===== src/rtl/gelato_ifetch.sv =====
// Instruction fetch: keeps one I-cache read in flight, then holds the returned word for decode; 1-cycle request latency.
// Decode backpressure (inst_ready=0) holds inst_* and blocks the next request; a redirect drains any in-flight read.
module gelato_ifetch #(
    parameter int ADDR_WIDTH = 32,
    parameter int DATA_WIDTH = 32,
    parameter logic [ADDR_WIDTH-1:0] RESET_PC = '0
) (
    input  logic                  clk,
    input  logic                  rst,
    input  logic                  enable,
    input  logic                  redirect_valid,
    input  logic [ADDR_WIDTH-1:0] redirect_pc,
    output logic                  icache_valid,
    output logic [ADDR_WIDTH-1:0] icache_addr,
    input  logic                  icache_done,
    input  logic [DATA_WIDTH-1:0] icache_data,
    output logic                  inst_valid,
    input  logic                  inst_ready,
    output logic [ADDR_WIDTH-1:0] inst_pc,
    output logic [DATA_WIDTH-1:0] inst_data,
    output logic                  busy
);

    typedef enum logic [1:0] {IDLE, FETCH, OUTPUT, DRAIN} state_t;

    state_t                state, state_nxt;
    logic [ADDR_WIDTH-1:0] pc, pc_nxt;
    logic                  icache_valid_nxt;
    logic [ADDR_WIDTH-1:0] icache_addr_nxt;
    logic                  inst_valid_nxt;
    logic [ADDR_WIDTH-1:0] inst_pc_nxt;
    logic [DATA_WIDTH-1:0] inst_data_nxt;
    logic [ADDR_WIDTH-1:0] redirect_pc_al;
    logic [ADDR_WIDTH-1:0] pc_sel;

    assign redirect_pc_al = redirect_pc & ~ADDR_WIDTH'(3);
    // A request issued in the same cycle as a redirect already uses the new PC.
    assign pc_sel = redirect_valid ? redirect_pc_al : pc;
    assign busy   = (state != IDLE);

    always_ff @(posedge clk) begin
        if (rst) begin
            state        <= IDLE;
            pc           <= RESET_PC;
            icache_valid <= 1'b0;
            icache_addr  <= RESET_PC;
            inst_valid   <= 1'b0;
            inst_pc      <= '0;
            inst_data    <= '0;
        end else begin
            state        <= state_nxt;
            pc           <= pc_nxt;
            icache_valid <= icache_valid_nxt;
            icache_addr  <= icache_addr_nxt;
            inst_valid   <= inst_valid_nxt;
            inst_pc      <= inst_pc_nxt;
            inst_data    <= inst_data_nxt;
        end
    end

    always_comb begin
        state_nxt        = state;
        pc_nxt           = redirect_valid ? redirect_pc_al : pc;
        icache_valid_nxt = icache_valid;
        icache_addr_nxt  = icache_addr;
        inst_valid_nxt   = inst_valid;
        inst_pc_nxt      = inst_pc;
        inst_data_nxt    = inst_data;

        case (state)
            IDLE: begin
                if (enable) begin
                    state_nxt        = FETCH;
                    icache_valid_nxt = 1'b1;
                    icache_addr_nxt  = pc_sel;
                end
            end

            FETCH: begin
                // FETCH with no request outstanding follows a completed or dropped read.
                if (!icache_valid) begin
                    icache_valid_nxt = 1'b1;
                    icache_addr_nxt  = pc_sel;
                end else if (redirect_valid) begin
                    if (icache_done) begin
                        icache_valid_nxt = 1'b0;
                        state_nxt        = enable ? FETCH : IDLE;
                    end else begin
                        state_nxt = DRAIN;
                    end
                end else if (icache_done) begin
                    inst_data_nxt    = icache_data;
                    inst_pc_nxt      = icache_addr;
                    inst_valid_nxt   = 1'b1;
                    pc_nxt           = pc + ADDR_WIDTH'(4);
                    icache_valid_nxt = 1'b0;
                    state_nxt        = OUTPUT;
                end
            end

            OUTPUT: begin
                if (redirect_valid || inst_ready) begin
                    inst_valid_nxt = 1'b0;
                    if (enable) begin
                        state_nxt        = FETCH;
                        icache_valid_nxt = 1'b1;
                        icache_addr_nxt  = pc_sel;
                    end else begin
                        state_nxt = IDLE;
                    end
                end
            end

            DRAIN: begin
                if (icache_done) begin
                    icache_valid_nxt = 1'b0;
                    state_nxt        = enable ? FETCH : IDLE;
                end
            end

            default: state_nxt = IDLE;
        endcase
    end

endmodule

===== config.mk =====
export PLATFORM = sky130hd
export DESIGN_NAME = gelato_ifetch
export DESIGN_NICKNAME = d
export VERILOG_FILES = /design/src/rtl/gelato_ifetch.sv
export SDC_FILE = /design/constraint.sdc
export NUM_CORES = 1
export LEC_CHECK = 0
export ABC_CLOCK_PERIOD_IN_PS = 5300
export CAP_MARGIN = 10
export CORE_MARGIN = 8
export CORE_UTILIZATION = 46
export DETAILED_ROUTE_END_ITERATION = 8
export PLACE_DENSITY_LB_ADDON = 0.3
export REMOVE_ABC_BUFFERS = 1
export SLEW_MARGIN = 20
export SYNTH_ARGS = -nofsm -noshare
export SYNTH_HDL_FRONTEND = slang
export SYNTH_SLANG_ARGS = --single-unit

===== constraint.sdc =====
create_clock -name clk -period 5.3 [get_ports clk]
set_input_delay 0.53 -clock clk [delete_from_list [all_inputs] [get_ports clk]]
set_output_delay 0.53 -clock clk [all_outputs]
set_load 0.005 [all_outputs]

# ---- After elaboration in Yosys (flattened, before gate mapping)
# Cells that the tools add are included.
dict set report totals {
  wordCells 59
  regBits 132
}
dict set report classes {
  bitwise 1
  reduce_logical 10
  eq_ne 11
  n_mux 29
  add_sub_neg 1
}
# cell n
set ops {}
lappend ops {{32-bit two-way mux} 8}
lappend ops {{32-bit case mux with 3 select lines} 1}
lappend ops {{32-bit by 3-bit adder with 32-bit output, second input constant} 1}
lappend ops {{2-bit two-way mux} 7}
lappend ops {{2-bit inequality test, second input constant} 7}
lappend ops {{1-bit two-way mux} 10}
lappend ops {{5-bit AND reduction} 2}
lappend ops {{2-bit case mux with 4 select lines} 1}
lappend ops {{2-bit == test, second input constant} 2}
lappend ops {{1-bit case mux with 4 select lines} 1}
lappend ops {{4-bit AND reduction} 1}
lappend ops {{2-bit nonzero test} 2}
lappend ops {{3-bit inequality test, second input constant} 1}
lappend ops {{3-bit AND reduction} 1}
lappend ops {{3-bit nonzero test} 1}
lappend ops {{2-bit by 1-bit == test with 1-bit output, second input constant} 1}
lappend ops {{2-bit zero test} 1}
lappend ops {{1-bit case mux with 2 select lines} 1}
lappend ops {{2-bit AND reduction} 1}
lappend ops {{1-bit logical OR} 1}
lappend ops {{1-bit NOT} 1}

# ---- Depth between registers and ports, before layout
# Gate-level depths: netlist of run 1.
dict set report logic_depth {
  word_depth 5
  mapped_depth 6
  mapped_depth_nobuf 5
}

# ---- Least setup slack after synthesis of run 1
# Ideal clock, no wire load.
dict set report synth_timing {
  path_kind {input-to-reg}
  start {input icache_done}
  end {register pc[23]}
  slack_ns 3.459
  stages 4
  required_time_ns 5.221
  arrival_ns 1.762
  cell_sequence {nand4b_4 or4_4 or4_1 o211ai_1}
}
dict set report synth_via {
  elab_chain_cells 4
}
# item line_no
set synth_lines {}
lappend synth_lines {{start: declaration} 15} ;# input logic icache_done,
lappend synth_lines {{32-bit two-way mux} 91} ;# end else if (icache_done) begin
lappend synth_lines {{32-bit two-way mux} 84} ;# end else if (redirect_valid) begin
lappend synth_lines {{32-bit two-way mux} 81} ;# if (!icache_valid) begin
lappend synth_lines {{32-bit two-way mux} 70} ;# case (state)
lappend synth_lines {{end signal: assignment} 52} ;# pc <= pc_nxt;
lappend synth_lines {{end: declaration} 27} ;# logic [ADDR_WIDTH-1:0] pc, pc_nxt;
# Every way passes these cells.
# A chain may end at the register's enable or synchronous reset.

# ---- Worst setup path in the final report of run 1
dict set report layout_timing {
  start {input redirect_valid}
  end {register pc[20]}
}
dict set report layout_via {
  elab_chain_cells 5
}
# item line_no
set layout_lines {}
lappend layout_lines {{start: declaration} 11} ;# input logic redirect_valid,
lappend layout_lines {{32-bit two-way mux} 63} ;# pc_nxt = redirect_valid ? redirect_pc_al : pc;
lappend layout_lines {{32-bit two-way mux} 91}
lappend layout_lines {{32-bit two-way mux} 84}
lappend layout_lines {{32-bit two-way mux} 81}
lappend layout_lines {{32-bit two-way mux *} 70}
# Mark *: on every way between the ends. The rest lies on a longest branch, timed or not.

==> reports/metrics.sh, run 1 <==
INITIAL_UTILIZATION_PCT=46.9
VIAS=5442
WORSTHOLDSTART='inst_pc[8]'
CORE_AREA_MM2=0.0120
DETAIL_ROUTE.FIRST_PASS.ITERATIONS=4
SYNTH.TOP_CELLS.BY_AREA='dfxtp_1 (47%), nand2_1 (11%), a21oi_1 (6.7%)'
REGTOREGENDPOINT='pc[24]'
CRITPATHREQUIREDTIME_NS=5.59
PEAKVDDDROP_uV=206
TIMING.REG2REG.WORST_PATH_DEPTH=4
POWER.STATIC_LEAKAGE_uW=0.00272
WIRE_LENGTH_OF_THE_FIRST_GLOBAL_ROUTING_PASS_UM=25800
CLOCKROOTBUFFER='clkbuf_16'
SLEW_AT_THE_PIN_WITH_THE_WORST_MAX_SLEW_SLACK_NS=0.853
SYNTH_AREA_PER_CELL_UM2=8.09
COUNT_OF_FLIP_FLOPS_WITH_A_BUILT_IN_ENABLE_AFTER_SYNTHESIS=0
TOP_LEVEL_PORTS=169
CLASSIFICATION_OF_THE_WORST_SLACK_HOLD_PATH='flip-flop to flip-flop'
SYNTHTOLAYOUTAREAGROWTH_PCT=40.5
CLK_TRANSITION_REPORTED_PATHS_NS=0.05
SETUP-TNS-FINAL_NS=0
POWER_DENSITY_mW_PER_MM2=324
TIMING.HOLD.WORST_ENDPOINT='inst_pc[8]'
SETUP_CP_TYPE='input port to flip-flop'
TOTALWIRELENGTH_UM=16000
HOLD_PATH_DEPTH=2
LATER_PIN_CLOCK_LATENCY_IN_THE_SKEW_REPORT_NS=0.41
NETLIST.TOP_CELL.BY_AREA='dfxtp_1'
FINALCLOCKSKEW_NS=0.00488
REPORT.FINAL.HOLD_VIOL_COUNT=0
HTREE_NUM_LEVELS=4
FINAL_ANTENNA_NET_COUNT=0
SYNTH_CELLS=694
YOSYS_WARNINGS=0
POSTCTSSETUPBUFFERS=0
FRACTION_OF_FINAL_LAYOUT_CELLS_WITH_DRIVE_STRENGTH_GREATER_THAN_1_PCT=5.23
CHIPWIDTH_UM=126
CRIT_PATH_MAX_FANOUT=66
PLACED_AREA_MM2=0.00731
GRT_MAX_DEGREE=67
FIRST_GLOBAL_VIAS=5180
ARRIVAL_TIME_OF_THE_WORST_SETUP_PATH_NS=2.82
ROUTE.DETAILED.WL_PER_INST_UM=16.2
FIN_AREA_MM2=0.00789
FINALCRITICALPERIOD_NS=2.53
REG2REG_SLACK_NS=3.01
OUTCOME='finished clean'
TIMING.MAX_SLEW.REL_SLACK_PCT=43.1
WORSTSETUPSTARTPOINTTYPE='input port'
FMAX_GHz=0.396
TIMING.RR.START='state[0]'
SYNTH_FF_TYPE='dfxtp_1'
FLOORPLAN.DIE.HEIGHT_UM=126
REGISTER_AREA_MM2=0.00264
POSTCTSHOLDBUFS=0
GRT_SETUP_UNREPAIRED='no'
CLK_PATH_BUF_DEPTH=2
HPWLAFTERDP_UM=10900
POSTCTSRESIZEDCELLS=0
DETAIL_ROUTE.ITER0.VIOLATIONS=282
REPLACE_CONGESTION=0.801
YOSYSSEQAREASHARE_PCT=47.1
CTS.SINK_COUNT=132
NUMBER_OF_DESIGN_RULE_VIOLATIONS_LEFT_AFTER_DETAIL_ROUTING=0
SETUP_VIOL=0
SYNTH_CELL_TYPE_COUNT=54
MULTI_INPUT_COMB_AREA_MM2=0.00277
TRACK_USAGE_PCT=19.7
TIMING.CRITICAL_PATH.TO_TYPE='flip-flop'
DIODE_INSERTION_COUNT_FOR_ANTENNA_REPAIR=0
SYN_AREA_MM2=0.00561
ROWS=40
TIMING_MAX_TRANSITION_VIOLATIONS_FINAL=0
NNETSFINAL=901
NUMBER_OF_ANTENNA_VIOLATIONS_AT_THE_FIRST_CHECK_IN_GLOBAL_ROUTING=0
SYNTH_TOP_AREA_SHARE_PCT=47.1
PORT_BUFFERS=166
PERIOD_SHARE_PCT=47.7
GLOBAL_ROUTE.OVERFLOW_TOTAL=0
SYNTH_SEQ_CELLS=132
FILLCELLCOUNT=998
MAXCAPVIOLATIONS=0
CLOCK_TREE_FROM_TRITONCTS='built'
POSTSYNTH.ASYNCRESETSHARE_PCT=0
CTS_INSERTED_BUFFERS=17
VIAS_PER_CELL=5.51
DESIGN.DIE.AREA_MM2=0.0160
==> critical path, stage by stage <==
cell	delay, ns
buf_2	0.08
buf_4	0.51
inv_2	0.54
nand2_2	0.20
buf_4	0.58
a21oi_1	0.14
o31a_1	0.14
==> cells in the final DEF (no fill, tap or decap), drive strengths merged, types with 2 or more instances in the layout <==
master / n
mux2i: 18
nor2b: 6
a211oi: 26
o21ai: 15
o311ai: 3
bufinv: 2
nand4: 11
nor2: 60
nor4: 6
a21oi: 75
nor3: 6
clkdlybuf4s50: 164
xnor2: 3
inv: 6
xor2: 5
or3: 11
dfxtp: 132
nor3b: 2
clkbuf: 27
o31a: 4
and2: 4
a31oi: 3
buf: 7
o211ai: 3
o31ai: 4
and3: 4
nand2: 166
nand3: 14
o221ai: 2
or4: 8
mux2: 2
a311oi: 20
and4: 4
nand2b: 3
==> logic make-up after synthesis <==
logic type / synth area share, %
flip-flops: 47.1
AO/OA/AOI/OAI: 18.5
multiplexers: 3.61
adder cells (fa/ha/maj): 0.223
XOR/XNOR: 1.25
AND/OR/NAND/NOR: 25.1
buffers and inverters: 4.15
==> Yosys cell counts, drive strengths merged, types with 5 or more instances <==
library cell    n
nand2         166
dfxtp         132
a21oi          75
nor2           60
clkbuf         43
a211oi         26
a311oi         20
mux2i          18
o21ai          15
nand3          14
buf            11
nand4          11
or3            11
or4             8
inv             6
nor2b           6
nor3            6
nor4            6
xor2            5
==> state kept, by name, indices dropped and copies added, names as in the netlist <==
register / count
icache_addr: 32
inst_data: 32
inst_pc: 32
pc: 32
state: 2
icache_valid: 1
inst_valid: 1
==> metal layers <==
metal,up-vias,share of wire (%),GRT usage (%)
met5,-,0,0
met4,0,1.4,7.36
met3,18,6.8,5.66
met2,206,47,32.8
met1,2503,45,23.6
li1,2715,-,-
==> power breakdown <==
part           internal [uW]  total (uW)  switching [uW]
Sequential              1050        1100            53.4
Combinational            170         312             142
Clock                    750        1140             392
==> how the worst max path moves through the flow <==
stage | from | to | slack (ns)
4_1_cts | redirect_valid | icache_addr[16] | 2.82
2_1_floorplan | redirect_valid | icache_addr[13] | 1.94
3_5_place_dp | redirect_valid | icache_addr[16] | 2.39
6_report | redirect_valid | pc[20] | 2.77
5_1_grt | redirect_valid | inst_data[18] | 2.54
3_3_place_gp | redirect_valid | icache_addr[2] | 2.42
==> metrics by stage <==
| stage | setup WS (ns) | utilization (%) | std cells | hold slack (ns) | power [uW] |
|---|---|---|---|---|---|
| after CTS | 2.82 | 65.9 | 988 | 0.454 | 2580 |
| after global placement | 2.42 | 61.1 | 958 | 0.441 | 1430 |
| after floorplan | 1.94 | - | 640 | 0.447 | 1240 |
| final | 2.77 | 65.9 | 988 | 0.451 | 2560 |
| after global routing | 2.54 | 65.9 | 988 | 0.472 | 2660 |
| after detailed placement | 2.39 | 61.1 | 958 | 0.447 | 1440 |
==> cell type report <==
cell class,instances,area share (%)
Timing Repair Buffer,171,21.4
Clock inverter,3,0.857
Clock buffer,27,6.50
Inverter,6,0.286
Sequential cell,132,33.5
Tap cell,147,2.33
Multi-Input combinational cell,502,35.1
(Power assumes the default switching activity.)
==> run 2: changes to the inputs <==
--- a/config.mk
+++ b/config.mk
@@ -5,10 +5,10 @@
 export SDC_FILE = /design/constraint.sdc
 export NUM_CORES = 1
 export LEC_CHECK = 0
-export ABC_CLOCK_PERIOD_IN_PS = 5300
+export ABC_CLOCK_PERIOD_IN_PS = 2200
 export CAP_MARGIN = 10
 export CORE_MARGIN = 8
-export CORE_UTILIZATION = 46
+export CORE_UTILIZATION = 43
 export DETAILED_ROUTE_END_ITERATION = 8
 export PLACE_DENSITY_LB_ADDON = 0.3
 export REMOVE_ABC_BUFFERS = 1
==> constraint.sdc (replaced) <==
create_clock -name clk -period 2.2 [get_ports clk]
set_input_delay 0.22 -clock clk [delete_from_list [all_inputs] [get_ports clk]]
set_output_delay 0.22 -clock clk [all_outputs]
set_load 0.005 [all_outputs]
==> reports/metrics.sh, run 2 (same netlist as run 1, synthesis figures left out) <==
POST_LAYOUT_NONFILLER_INSTANCES=1024
CLOCKROOTBUFFER='clkbuf_16'
POWER_DENSITY_mW_PER_MM2=753
SETUP_VIOL=0
PEAKVDDDROP_uV=399
PART_OF_THE_TOTAL_POWER_DISSIPATED_IN_SEQUENTIAL_ELEMENTS_PCT=43.9
CLK_TRANSITION_REPORTED_PATHS_NS=0.05
HOLD_SLACK_NS=0.245
HPWLAFTERDP_UM=11300
CTS.SINK_COUNT=132
LATER_PIN_CLOCK_LATENCY_IN_THE_SKEW_REPORT_NS=0.42
POWER.INTERNAL_uW=4610
FLOORPLAN.DIE.HEIGHT_UM=130
TRACK_USAGE_PCT=19.1
CLASSIFICATION_OF_THE_WORST_SLACK_HOLD_PATH='input port to flip-flop'
SETUP_CP_TYPE='flip-flop to flip-flop'
OUTCOME='finished clean'
FINAL_ANTENNA_NET_COUNT=0
VIAS_PER_CELL=5.29
CRIT_PATH_MAX_FANOUT=13
CRIT_SLOWEST_CELL='or3_1'
NNETSFINAL=912
PERIOD_SHARE_PCT=91.7
FINAL_CRITICAL_PATH_SETUP_SLACK_NS=0.183
TIMING.CRITICAL_PATH.TO_TYPE='flip-flop'
CLOCKPOWERSHARE_PCT=43.1
SEQUENCE_OF_CELLS_ON_THE_CRITICAL_PATH='and4_1 -> nand3_2 -> or3_1 -> o311ai_1'
CHIPWIDTH_UM=130
REPLACE_CONGESTION=0.821
GRT_MAX_DEGREE=79
DETAIL_ROUTE.FIRST_PASS.ITERATIONS=5
SLOWEST_DELAY_NS=0.48
FIRST_GLOBAL_VIAS=5259
P_COMB_SHARE_PCT=13.0
DESIGN.DIE.AREA_MM2=0.0170
PLACEDCELLCOUNT=994
WIRE_LENGTH_OF_THE_FIRST_GLOBAL_ROUTING_PASS_UM=26100
LAYOUT_COMMON_CELLS='nand2_1 (165), clkdlybuf4s50_1 (164), dfxtp_1 (132)'
CRITPATHREQUIREDTIME_NS=2.52
FMAX_GHz=0.496
WORST_SETUP_PATH_STARTPOINT='pc[8]'
DIODE_INSERTION_COUNT_FOR_ANTENNA_REPAIR=0
CTS_INSERTED_BUFFERS=17
MAXCAPVIOLATIONS=0
ROUTE.DETAILED.WL_PER_INST_UM=15.8
CLK_PATH_BUF_DEPTH=2
TIMING.MAX_SLEW.REL_SLACK_PCT=64.1
DETAIL_ROUTE.ITER0.VIOLATIONS=255
REPORT.FINAL.HOLD_VIOL_COUNT=0
NUMBER_OF_ANTENNA_VIOLATIONS_AT_THE_FIRST_CHECK_IN_GLOBAL_ROUTING=0
HTREE_NUM_LEVELS=4
WORSTSETUPSTARTPOINTTYPE='flip-flop'
CORE_AREA_MM2=0.0127
GLOBAL_ROUTE.OVERFLOW_TOTAL=0
SWITCHINGPOWER_uW=1430
P_SW_SHARE_PCT=23.6
POWER.STATIC_LEAKAGE_uW=0.00277
POSTCTSHOLDBUFS=0
TIMING_MAX_TRANSITION_VIOLATIONS_FINAL=0
NUMBER_OF_DESIGN_RULE_VIOLATIONS_LEFT_AFTER_DETAIL_ROUTING=0
INITIAL_UTILIZATION_PCT=44.3
ARRIVAL_TIME_OF_THE_WORST_SETUP_PATH_NS=2.34
VIAS=5421
TOTALWIRELENGTH_UM=16200
WORSTHOLDSTART='rst'
ROWS=41
FRACTION_OF_FINAL_LAYOUT_CELLS_WITH_DRIVE_STRENGTH_GREATER_THAN_1_PCT=6.57
CLOCK_TREE_FROM_TRITONCTS='built'
PORT_BUFFERS=166
FINALCLOCKSKEW_NS=0.00656
TOP_LEVEL_PORTS=169
LAYOUT_COMMONEST_CELL='nand2_1'
TIMING.RR.START='pc[8]'
SYNTHTOLAYOUTAREAGROWTH_PCT=42.9
FINALCRITICALPERIOD_NS=2.02
GRT_SETUP_UNREPAIRED='no'
SLEW_AT_THE_PIN_WITH_THE_WORST_MAX_SLEW_SLACK_NS=0.537
DP_SLACK_NS=-0.105
-- run 2: cell types whose count changed in the layout (fill, tap and decap cells not counted) --
cell / before / now
nand3_2: 0 / 1
nand3_1: 14 / 13
nand4_4: 0 / 1
clkinv_2: 0 / 2
buf_12: 0 / 3
buf_4: 6 / 14
bufinv_16: 2 / 1
nand4_2: 1 / 0
clkbuf_8: 5 / 4
-- run 2: power by group through the flow --
stage                     clock network (uW)  registers [uW]  logic [uW]
after global routing                    2770            2670         865
after floorplan                            0            2680         310
after global placement                     0            2690         775
final                                   2600            2650         786
after detailed placement                   0            2700         794
after CTS                               2670            2650         798
-- run 2: path summary, 6_finish.rpt --
path	endpoint	slack, ns	cells past startpoint
worst min register to register	inst_data[11]	0.45	2
worst max-delay path	pc[27]	0.18	4
worst min-delay path	inst_pc[31]	0.24	2
worst max register to register	pc[27]	0.18	4
-- run 2: stage by stage --
stage | power, uW | cell area, um2 | TNS (ns) | utilization [%]
finish | 6040 | 8020 | 0 | 63.3
floorplan | 2990 | 5400 | -92.29 | -
CTS | 6120 | 8010 | 0 | 63.2
global route | 6300 | 8020 | 0 | 63.3
detailed placement | 3490 | 7460 | -0.235 | 58.9
global placement | 3470 | 7460 | 0 | 58.9
-- run 2: what timing repair did --
item / in CTS / in global routing
setup endpoints to repair: 0 / 4
buffers inserted: 0 / 0
gates resized for setup: 0 / 2
-- run 2: cell type report --
cell class	count	area (um2)
fill	1100	4650
multi-input combinational	502	2780
sequential	132	2640
timing repair buffer	182	1810
clock buffer	26	499
tap	172	215
clock inverter	4	47.5
inverter	6	22.5
-- run 2: routing by layer --
layer  track usage (%)  vias to the layer above  part of all wire (%)
li1                  -                     2745                     -
met1              23.5                     2483                    46
met2              30.5                      178                    45
met3              5.75                       15                   8.1
met4              8.13                        0                   1.1
met5                 0                        -                     0
-- run 2: critical path, delay by kind of cell (launching register included) --
family | cells | cell delay [ns]
AND/OR/NAND/NOR | 3 | 1.19
AO/OA/AOI/OAI | 1 | 0.27
flip-flops | 1 | 0.44
==> run 3: changes to the inputs <==
--- a/config.mk
+++ b/config.mk
@@ -12,7 +12,8 @@
 export DETAILED_ROUTE_END_ITERATION = 8
 export PLACE_DENSITY_LB_ADDON = 0.3
 export REMOVE_ABC_BUFFERS = 1
-export SLEW_MARGIN = 20
+export SLEW_MARGIN = 40
 export SYNTH_ARGS = -nofsm -noshare
 export SYNTH_HDL_FRONTEND = slang
 export SYNTH_SLANG_ARGS = --single-unit
+export TNS_END_PERCENT = 100
==> results of run 3 <==
Final layout, timing and power as in run 2 (identical DEF).
==> RTL edit: new RTL, config.mk and constraints of run 2 <==
The parameter `ADDR_WIDTH` goes from 32 to 64.
--- a/src/rtl/gelato_ifetch.sv
+++ b/src/rtl/gelato_ifetch.sv
@@ -3,3 +3,3 @@
 module gelato_ifetch #(
-    parameter int ADDR_WIDTH = 32,
+    parameter int ADDR_WIDTH = 64,
     parameter int DATA_WIDTH = 32,
Interface: changed (resized icache_addr, inst_pc and redirect_pc); port bits go from 169 to 265. The function was not compared with the original's and may differ.
==> RTL edit against run 2 <==
Cell area is 72% higher; sequential cell count is 96 higher; synthesized area is 75% higher; setup slack worse by 0.034 ns; clock power is 53% higher; sequential power is 73% higher; power is 63% higher; global-route usage is 0.85 points higher; routed wire length is 81% higher; hold slack worse by 0.15 ns; critical endpoint is now pc[63]; synthesized cell count is 71% higher; non-clock buffer count is 132 higher.
==> RTL edit: results (changes against run 2) <==
Status -> finished, final reports clean (unchanged)
First-pass GRT wire length -> 46,900 um (was 26,100 um)
Via/cell ratio -> 5.28 (was 5.29)
Dpl cells -> 1,700 (was 994)
Met2 GRT Util -> 0.329 (was 0.305)
Nets@finish -> 1,546 (was 912)
Worst Path Max Fanout -> 5 (was 13)
Synth Area in Adders -> 0.00127 (was 0.00223)
Leak pwr -> 5.03 nW (was 2.77 nW)
TNS Setup -> 0 ns (unchanged)
Largest net degree at the start of global routing -> 80 (was 79)
WHS Path Cells -> 3 (was 2)
Reg2reg setup slack -> 0.15 ns (was 0.18 ns)
Met1 Use GR -> 0.245 (was 0.235)
Proportion of layout cells with a drive suffix above 1 -> 0.0781 (was 0.0657)
Post-Route Skew -> 0.0239 ns (was 0.00656 ns)
Worst vdd ir -> 0.522 mV (was 0.399 mV)
Reg clk slew, reported paths -> 0.06 ns
Met2 wire length -> 13,400 um (was 7300 um)
Hold Slack -> 0.0908 ns (was 0.245 ns)
Clock latency on the worst-skew pair -> 0.52 ns (was 0.42 ns)
Max-slew violations -> 0 (unchanged)
Worst reg2reg path startpoint -> pc[40] (was pc[8])
Layout fillers -> 1,976 (was 1,100)
Largest buffer count on any clock path -> 3 (was 2)
Worst Setup EP -> pc[63] (was pc[27])
WP data arrival -> 2.47 ns (was 2.34 ns)
CTS buffer count -> 25 (was 17)
Metal3 WL -> 2650 um (was 1310 um)
DP HPWL -> 21,000 um (was 11,300 um)
Port bufs -> 262 (was 166)
Mapped Cells -> 1,185 (was 694)
FF-to-FF path depth -> 7 (was 4)
Area contributors post-synth -> dfxtp_1, nand2_1, a21oi_1 (unchanged)
Drt wl/cell -> 16.7 um (was 15.8 um)
Vias -> 9,217 (was 5,421)
Yosys cell types -> 46 (was 54)
Total track usage -> 0.200 (was 0.191)
DR iter-0 viols -> 597 (was 255)
Hold endpoint -> pc[11] (was inst_pc[31])
Biggest regs -> icache_addr: 64 flops, inst_pc: 64 flops, pc: 64 flops
Number of global-route vias before repair -> 8,909 (was 5,259)
Critical R2R Capture -> pc[63] (was pc[27])
Initial antenna violation count -> 3 (was 0)
Worst hold path startpoint -> redirect_valid (was rst)
Grt met3 use -> 0.0727 (was 0.0575)
Post-synthesis compound-gate area fraction -> 0.153 (was 0.185)
M1 WL -> 12,600 um (was 7370 um)
Least-Margin Pin Slew -> 0.501 ns (was 0.537 ns)
Post-synthesis mux area share -> 0.0662 (was 0.0361)
Sequential area share after synthesis -> 0.463 (was 0.471)
H-tree depth -> 1 (was 4)
Placed Area -> 0.0130 mm2 (was 0.00746 mm2)
Most frequent cells after synthesis -> nand2_1, dfxtp_1, nor2_1 (was nand2_1, dfxtp_1, a21oi_1)
Top Metal Used -> met5 (was met4)
Global placement routability congestion -> 0.811 (was 0.821)
XOR/XNOR share of the synthesized area -> 0.0471 (was 0.0125)
RTL edit: changes by cell type after synthesis, sizes merged, moves of 9 or more:
cell / before / now
xor2: 5 / 15
a211oi: 26 / 76
a311oi: 20 / 8
dfxtp: 132 / 228
nand4: 11 / 27
nand2: 166 / 251
a21oi: 75 / 129
and4: 4 / 13
mux2i: 18 / 64
nor2: 60 / 131
clkbuf: 43 / 76
xnor2: 3 / 38
nand3: 14 / 23
RTL edit: where the power goes:
| group | switching [mW] | internal (mW) |
|---|---|---|
| registers | 0.224 | 4.36 |
| logic | 0.591 | 0.722 |
| clock network | 1.64 | 2.34 |
| total | 2.45 | 7.42 |
RTL edit: per-stage QoR:
stage | power (mW) | utilization | worst slack [ns]
after floorplan | 5.18 | - | -3.30
after global placement | 5.97 | 0.577 | 0.0164
after detailed placement | 5.99 | 0.577 | 0.0147
after CTS | 10.0 | 0.611 | 0.112
after global routing | 10.3 | 0.613 | 0.00835
final | 9.87 | 0.613 | 0.149
RTL edit: worst max-delay path: stages (launching register included):
cell	delay, ns
dfxtp_1	0.39
nand4_1	0.27
nor4_4	0.38
buf_4	0.19
nand2_1	0.09
nor4b_2	0.31
xnor2_1	0.10
a211oi_1	0.21
RTL edit: final cells by class:
| cell class | count | area share |
|---|---|---|
| multi-input combinational | 864 | 0.360 |
| sequential | 228 | 0.330 |
| timing repair buffer | 314 | 0.225 |
| clock buffer | 36 | 0.0511 |
| tap | 285 | 0.0258 |
| clock inverter | 7 | 0.00479 |
| inverter | 10 | 0.00271 |
| antenna | 1 | 0.000181 |
RTL edit: timing repair:
action	in CTS	in global routing
buffers inserted	0	1
setup endpoints to repair	0	8
gates resized for setup	0	7
